**src/rtl/acc_writeback_ctrl_pkg.sv**
```systemverilog
// Shared types and defaults for the accumulator writeback controller.
package acc_pkg;

  typedef enum logic [1:0] {
    IDLE,
    RUN,
    DRAIN,
    DONE
  } state_t;

  localparam int DEF_DATA_W        = 16;
  localparam int DEF_BEATS_PER_OUT = 25;
  localparam int DEF_NUM_OUT       = 576;
  localparam int DEF_ADDR_W        = 10;

  // Counter width for a given modulus; a modulus of 1 still needs one bit.
  function automatic int cnt_width(input int modulus);
    return (modulus > 1) ? $clog2(modulus) : 1;
  endfunction

endpackage

```
**src/rtl/acc_writeback_ctrl_mod_counter.sv**
```systemverilog
// Modulus counter: counts 0..MODULUS-1 on inc, wraps, with sync clear and
// a terminal-count flag that is high while the count sits at MODULUS-1.
module mod_counter
  import acc_pkg::*;
#(
  parameter int MODULUS = 4,
  parameter int WIDTH   = cnt_width(MODULUS)
) (
  input  logic             clk,
  input  logic             rst,
  input  logic             clear,
  input  logic             inc,
  output logic [WIDTH-1:0] count,
  output logic             tc
);

  assign tc = (count == WIDTH'(MODULUS - 1));

  // Count register: clear has priority over increment, wrap at terminal count.
  always_ff @(posedge clk) begin
    if (rst || clear) begin
      count <= '0;
    end else if (inc) begin
      count <= tc ? '0 : count + WIDTH'(1);
    end
  end

endmodule

```
**src/rtl/acc_writeback_ctrl.sv**
```systemverilog
// Sequencer and writeback stage behind the convolution accumulator: frames
// input beats into windows, captures each window sum one cycle after its
// last beat, applies optional ReLU and writes it to the output buffer.
module acc_writeback_ctrl
  import acc_pkg::*;
#(
  parameter int DATA_W        = DEF_DATA_W,
  parameter int BEATS_PER_OUT = DEF_BEATS_PER_OUT,
  parameter int NUM_OUT       = DEF_NUM_OUT,
  parameter int ADDR_W        = DEF_ADDR_W,
  parameter bit RELU_EN       = 1'b1
) (
  input  logic              clk,
  input  logic              rst,
  input  logic              start,
  input  logic              in_valid,
  input  logic [DATA_W-1:0] acc_sum,
  output logic              acc_enable,
  output logic              acc_clear,
  output logic              wr_en,
  output logic [ADDR_W-1:0] wr_addr,
  output logic [DATA_W-1:0] wr_data,
  output logic              busy,
  output logic              done
);

  localparam int BEAT_W = cnt_width(BEATS_PER_OUT);

  state_t              state;
  state_t              state_next;
  logic [BEAT_W-1:0]   beat_cnt;
  logic                beat_tc;
  logic [ADDR_W-1:0]   out_cnt;
  logic                out_tc;
  logic                pend;
  logic                start_accept;
  logic                beat_inc;
  logic                last_window;

  // Negative sums clamp to zero when ReLU is enabled; no saturation otherwise.
  function automatic logic [DATA_W-1:0] relu(input logic [DATA_W-1:0] x);
    return (RELU_EN && x[DATA_W-1]) ? '0 : x;
  endfunction

  assign start_accept = (state == IDLE) && start;
  assign beat_inc     = (state == RUN) && in_valid;

  // While a capture is pending, out_cnt still names the previous window, so
  // the window currently receiving beats is out_cnt+1.
  assign last_window  = pend ? (out_cnt == ADDR_W'(NUM_OUT - 2)) : out_tc;

  assign busy = (state != IDLE);
  assign done = (state == DONE);

  mod_counter #(
    .MODULUS (BEATS_PER_OUT),
    .WIDTH   (BEAT_W)
  ) u_beat_cnt (
    .clk   (clk),
    .rst   (rst),
    .clear (start_accept),
    .inc   (beat_inc),
    .count (beat_cnt),
    .tc    (beat_tc)
  );

  mod_counter #(
    .MODULUS (NUM_OUT),
    .WIDTH   (ADDR_W)
  ) u_out_cnt (
    .clk   (clk),
    .rst   (rst),
    .clear (start_accept),
    .inc   (pend),
    .count (out_cnt),
    .tc    (out_tc)
  );

  // State register.
  always_ff @(posedge clk) begin
    if (rst) begin
      state <= IDLE;
    end else begin
      state <= state_next;
    end
  end

  // Next-state logic and accumulator control.
  always_comb begin
    state_next = state;
    acc_enable = 1'b0;
    acc_clear  = 1'b0;
    case (state)
      IDLE: begin
        if (start) state_next = RUN;
      end
      RUN: begin
        acc_enable = in_valid;
        acc_clear  = in_valid && (beat_cnt == '0);
        if (in_valid && beat_tc && last_window) state_next = DRAIN;
      end
      DRAIN: begin
        if (pend) state_next = DONE;
      end
      DONE: begin
        state_next = IDLE;
      end
      default: state_next = IDLE;
    endcase
  end

  // Pending flag: the accumulator shows the finished sum the cycle after the last beat.
  always_ff @(posedge clk) begin
    if (rst) begin
      pend <= 1'b0;
    end else begin
      pend <= beat_inc && beat_tc;
    end
  end

  // Writeback registers: capture the window sum while pend is high.
  always_ff @(posedge clk) begin
    if (rst) begin
      wr_en   <= 1'b0;
      wr_addr <= '0;
      wr_data <= '0;
    end else begin
      wr_en <= pend;
      if (pend) begin
        wr_addr <= out_cnt;
        wr_data <= relu(acc_sum);
      end
    end
  end

endmodule

```
**config.mk**
```make
export PLATFORM = sky130hd
export DESIGN_NAME = acc_writeback_ctrl
export DESIGN_NICKNAME = d
export VERILOG_FILES = /design/src/rtl/acc_writeback_ctrl_pkg.sv /design/src/rtl/acc_writeback_ctrl_mod_counter.sv /design/src/rtl/acc_writeback_ctrl.sv
export SDC_FILE = /design/constraint.sdc
export NUM_CORES = 1
export LEC_CHECK = 0
export CAP_MARGIN = 30
export CORE_UTILIZATION = 52
export DETAILED_ROUTE_END_ITERATION = 10
export GPL_TIMING_DRIVEN = 0
export PLACE_DENSITY = 0.89
export SETUP_SLACK_MARGIN = 0.15
export SYNTH_ARGS = -nofsm -noshare
export SYNTH_HDL_FRONTEND = slang
export SYNTH_HIERARCHICAL = 1
export SYNTH_SLANG_ARGS = --single-unit
```
**constraint.sdc**
```tcl
create_clock -name clk -period 5.05 [get_ports clk]
set_input_delay 0.7575 -clock clk [delete_from_list [all_inputs] [get_ports clk]]
set_output_delay 0.7575 -clock clk [all_outputs]
set_load 0.005 [all_outputs]
```
==> metrics.txt <==
run status finished clean; sum of negative setup slack 0 ns; path type of the worst min-delay path reg2reg; portion of synthesized cell area occupied by the leading cell type around 43%; Core Rows 22; maximum buffer depth of the clock tree 2; cell count of the worst reg-to-reg path 6; top-count cell post-synth sky130_fd_sc_hd__dfxtp_1; via count of the first global-routing pass approximately 1600; Cells after Synth 220; worst slack on hold paths approximately 0.49 ns; #FFs+latches synth 44; Largest delay share family, worst path buffers and inverters; Vias/cell 5.32; count of fill cells added during filler insertion 286; leakage power 0.973 nW; final standard cell area without fillers roughly 2700 um^2; Area contributors post-synth sky130_fd_sc_hd__dfxtp_1, sky130_fd_sc_hd__mux2i_1, sky130_fd_sc_hd__nor2_1, sky130_fd_sc_hd__a21oi_1, sky130_fd_sc_hd__ha_1; cell type of the slowest stage on the worst timing path sky130_fd_sc_hd__clkdlybuf4s50_1; worst-case setup margin in the final layout about 2.3 ns; fraction of layout cells with a size suffix above 1 8.30%; number of cells on the worst hold path 2; endpoint of the worst hold path wr_data[11]$_SDFFE_PP0P_; most frequent CP cell sky130_fd_sc_hd__clkdlybuf4s50_1; clock tree root buffer cell sky130_fd_sc_hd__clkbuf_8; CTS tree built; crit end category primary output; post-layout minimum cycle time around 2.8 ns; CP Cell Sequence clkdlybuf4s50_1 > nand2_1 > nor3_1 > clkdlybuf4s50_1; number of violations of the max-capacitance limit 0; Resized Gates After CTS 0; DRT antenna net count 0; critical path startpoint category primary input; pins over their slew limit 0; endpoint of the most critical register-to-register path state[0]$_SDFFE_PP0P_; Setup Buffers After CTS 0; CP required between 4 and 5 ns; number of antenna violations at the first check in global routing 0; Critical R2R Launch u_out_cnt/count[6]$_SDFFE_PP0P_; DRC Markers 0; Final setup violation count 0; maximum number of pins on one net before global-route repair 15; synthesis-to-finish area growth 31.9%; max incr delay on CP between 0.5 and 0.6 ns; Highest Clock Rate ~360 MHz; Antenna Diode Count 0; number of different library cells in the post-synthesis netlist 47; Final Routed Wirelength ~4300 um; DRT Pass-1 Iters 4; final hold violation count 0; io pins ~50; cell type contributing the most total cell area after synthesis sky130_fd_sc_hd__dfxtp_1; number of synthesized flops with an enable pin 0; post-synthesis instance area between 2000 and 2500 um^2; worst voltage drop across the vdd grid a little under 200 uV; placer's final routability congestion estimate roughly 0.8; Detailed Route Iter0 Violations 100; Synth Flop Type sky130_fd_sc_hd__dfxtp_1; height of the die 64.5 um; Starting Density a little over half; count of H-tree levels built during CTS 2; placed standard-cell area 2580 um^2; worst skew pair latency 0.30 ns; number of buffers and inverters on the critical path 2; clock-pin slew of the registers on the worst-case setup and hold paths around 0.080 ns; Post-Synthesis Net Count 248; DIE AREA around 4200 um^2; Post-Synthesis Mean Instance Area about 9 um^2; port buffer count roughly 50; clock sink total 44; HP Start wr_data[11]$_SDFFE_PP0P_; Crit Path Class in2out; CP max FO 3; remaining global-route overflow 0; Detail Placement HPWL 3090 um; Die X about 64 um; core area roughly 3700 um^2; Synthesis Warnings 6; fin crit share 55.4%; average wire per standard cell between 10 and 15 um; final layout net count between 300 and 400; WP data arrival about 2.0 ns; Post-synth ARST share 0%; register-to-register setup slack 2.79 ns; sequential area share after synthesis a little over two fifths; vias post-DR 1730; number of buffers created by CTS 5; global router's overall resource usage 22.5%; power density over the cells 290 nW/um^2; Fin Clk Skew about 0.0043 ns; setup repair after global routing missed its margin no; hold-fix buffers at CTS 0; global-route wire length before repair between 7000 and 8000 um; top cell types by occurrence after synthesis sky130_fd_sc_hd__dfxtp_1, sky130_fd_sc_hd__nor2_1, sky130_fd_sc_hd__a21oi_1; dpl ws roughly 2.3 ns
[cell type report]
| cell class | count | area, um^2 | area share, % |
|---|---|---|---|
| clock buffer | 6 | 82.6 | 3.08 |
| multi-input combinational | 160 | 1080 | 40.4 |
| inverter | 7 | 26.3 | 0.981 |
| sequential | 44 | 881 | 32.9 |
| clock inverter | 2 | 15.0 | 0.560 |
| buffer | 9 | 40.0 | 1.49 |
| timing repair buffer | 49 | 490 | 18.3 |
| tap | 48 | 60.1 | 2.24 |
[state kept, by name, indices dropped and copies added, names as in the netlist]
register and cells:
pend 1, state 2, u_beat_cnt/count 5, u_out_cnt/count 10, wr_addr 10, wr_data 15
wr_en 1
[worst max-delay path by stage]
stage | start | to | slack [ns] | cells after the start
after floorplan | u_out_cnt/count[6]$_SDFFE_PP0P_ | state[0]$_SDFFE_PP0P_ | 3.03 | 6
after global placement | in_valid | acc_clear | 2.26 | 4
after detailed placement | in_valid | acc_clear | 2.26 | 4
after CTS | in_valid | acc_clear | 2.25 | 4
after global routing | in_valid | acc_clear | 2.21 | 4
final | in_valid | acc_clear | 2.25 | 4
[layer usage]
metal	GRT usage, %	routed length [um]	vias to the layer above
li1	-	-	874
met1	27.7	1980	801
met2	36.6	2030	46
met3	5.63	216	9
met4	11.1	93	0
met5	0	0	-
[where the power goes]
part	internal (mW)	switching [mW]
sequential	0.356	0.00974
combinational	0.0869	0.0912
clock	0.111	0.121
total	0.554	0.222
[worst min-delay path: stages, from the launching register on]
cell                       delay, ns
sky130_fd_sc_hd__dfxtp_1        0.32
sky130_fd_sc_hd__nand2b_1       0.07
sky130_fd_sc_hd__a21oi_1        0.05
[stage by stage]
step / utilization [%] / std cells / power [mW]
2_1_floorplan: - / 220 / 0.491
6_report: 72.1 / 325 / 0.776
5_1_grt: 72.1 / 325 / 0.822
4_1_cts: 72.1 / 325 / 0.784
3_5_place_dp: 69.5 / 317 / 0.553
3_3_place_gp: 69.5 / 317 / 0.545
[placed cells by master (no fill, tap or decap), types with 7 or more instances in the layout]
cell type	instances
sky130_fd_sc_hd__a21oi_1	20
sky130_fd_sc_hd__clkdlybuf4s50_1	49
sky130_fd_sc_hd__dfxtp_1	44
sky130_fd_sc_hd__ha_1	8
sky130_fd_sc_hd__inv_1	7
sky130_fd_sc_hd__mux2i_1	12
sky130_fd_sc_hd__nand2_1	11
sky130_fd_sc_hd__nor2_1	29
sky130_fd_sc_hd__nor2b_1	16
[logic make-up (layout without fill, tap and decap cells)]
group	count (synthesis)	count (layout)	share of synthesized area [%]
XOR/XNOR	4	4	1.73
flip-flops	44	44	43.4
adder cells (fa/ha/maj)	8	8	4.93
multiplexers	13	13	6.47
other	1	1	0.185
AO/OA/AOI/OAI	39	39	13.6
AND/OR/NAND/NOR	95	95	26.4
buffers and inverters	16	73	3.27
(Power assumes the default switching activity.)
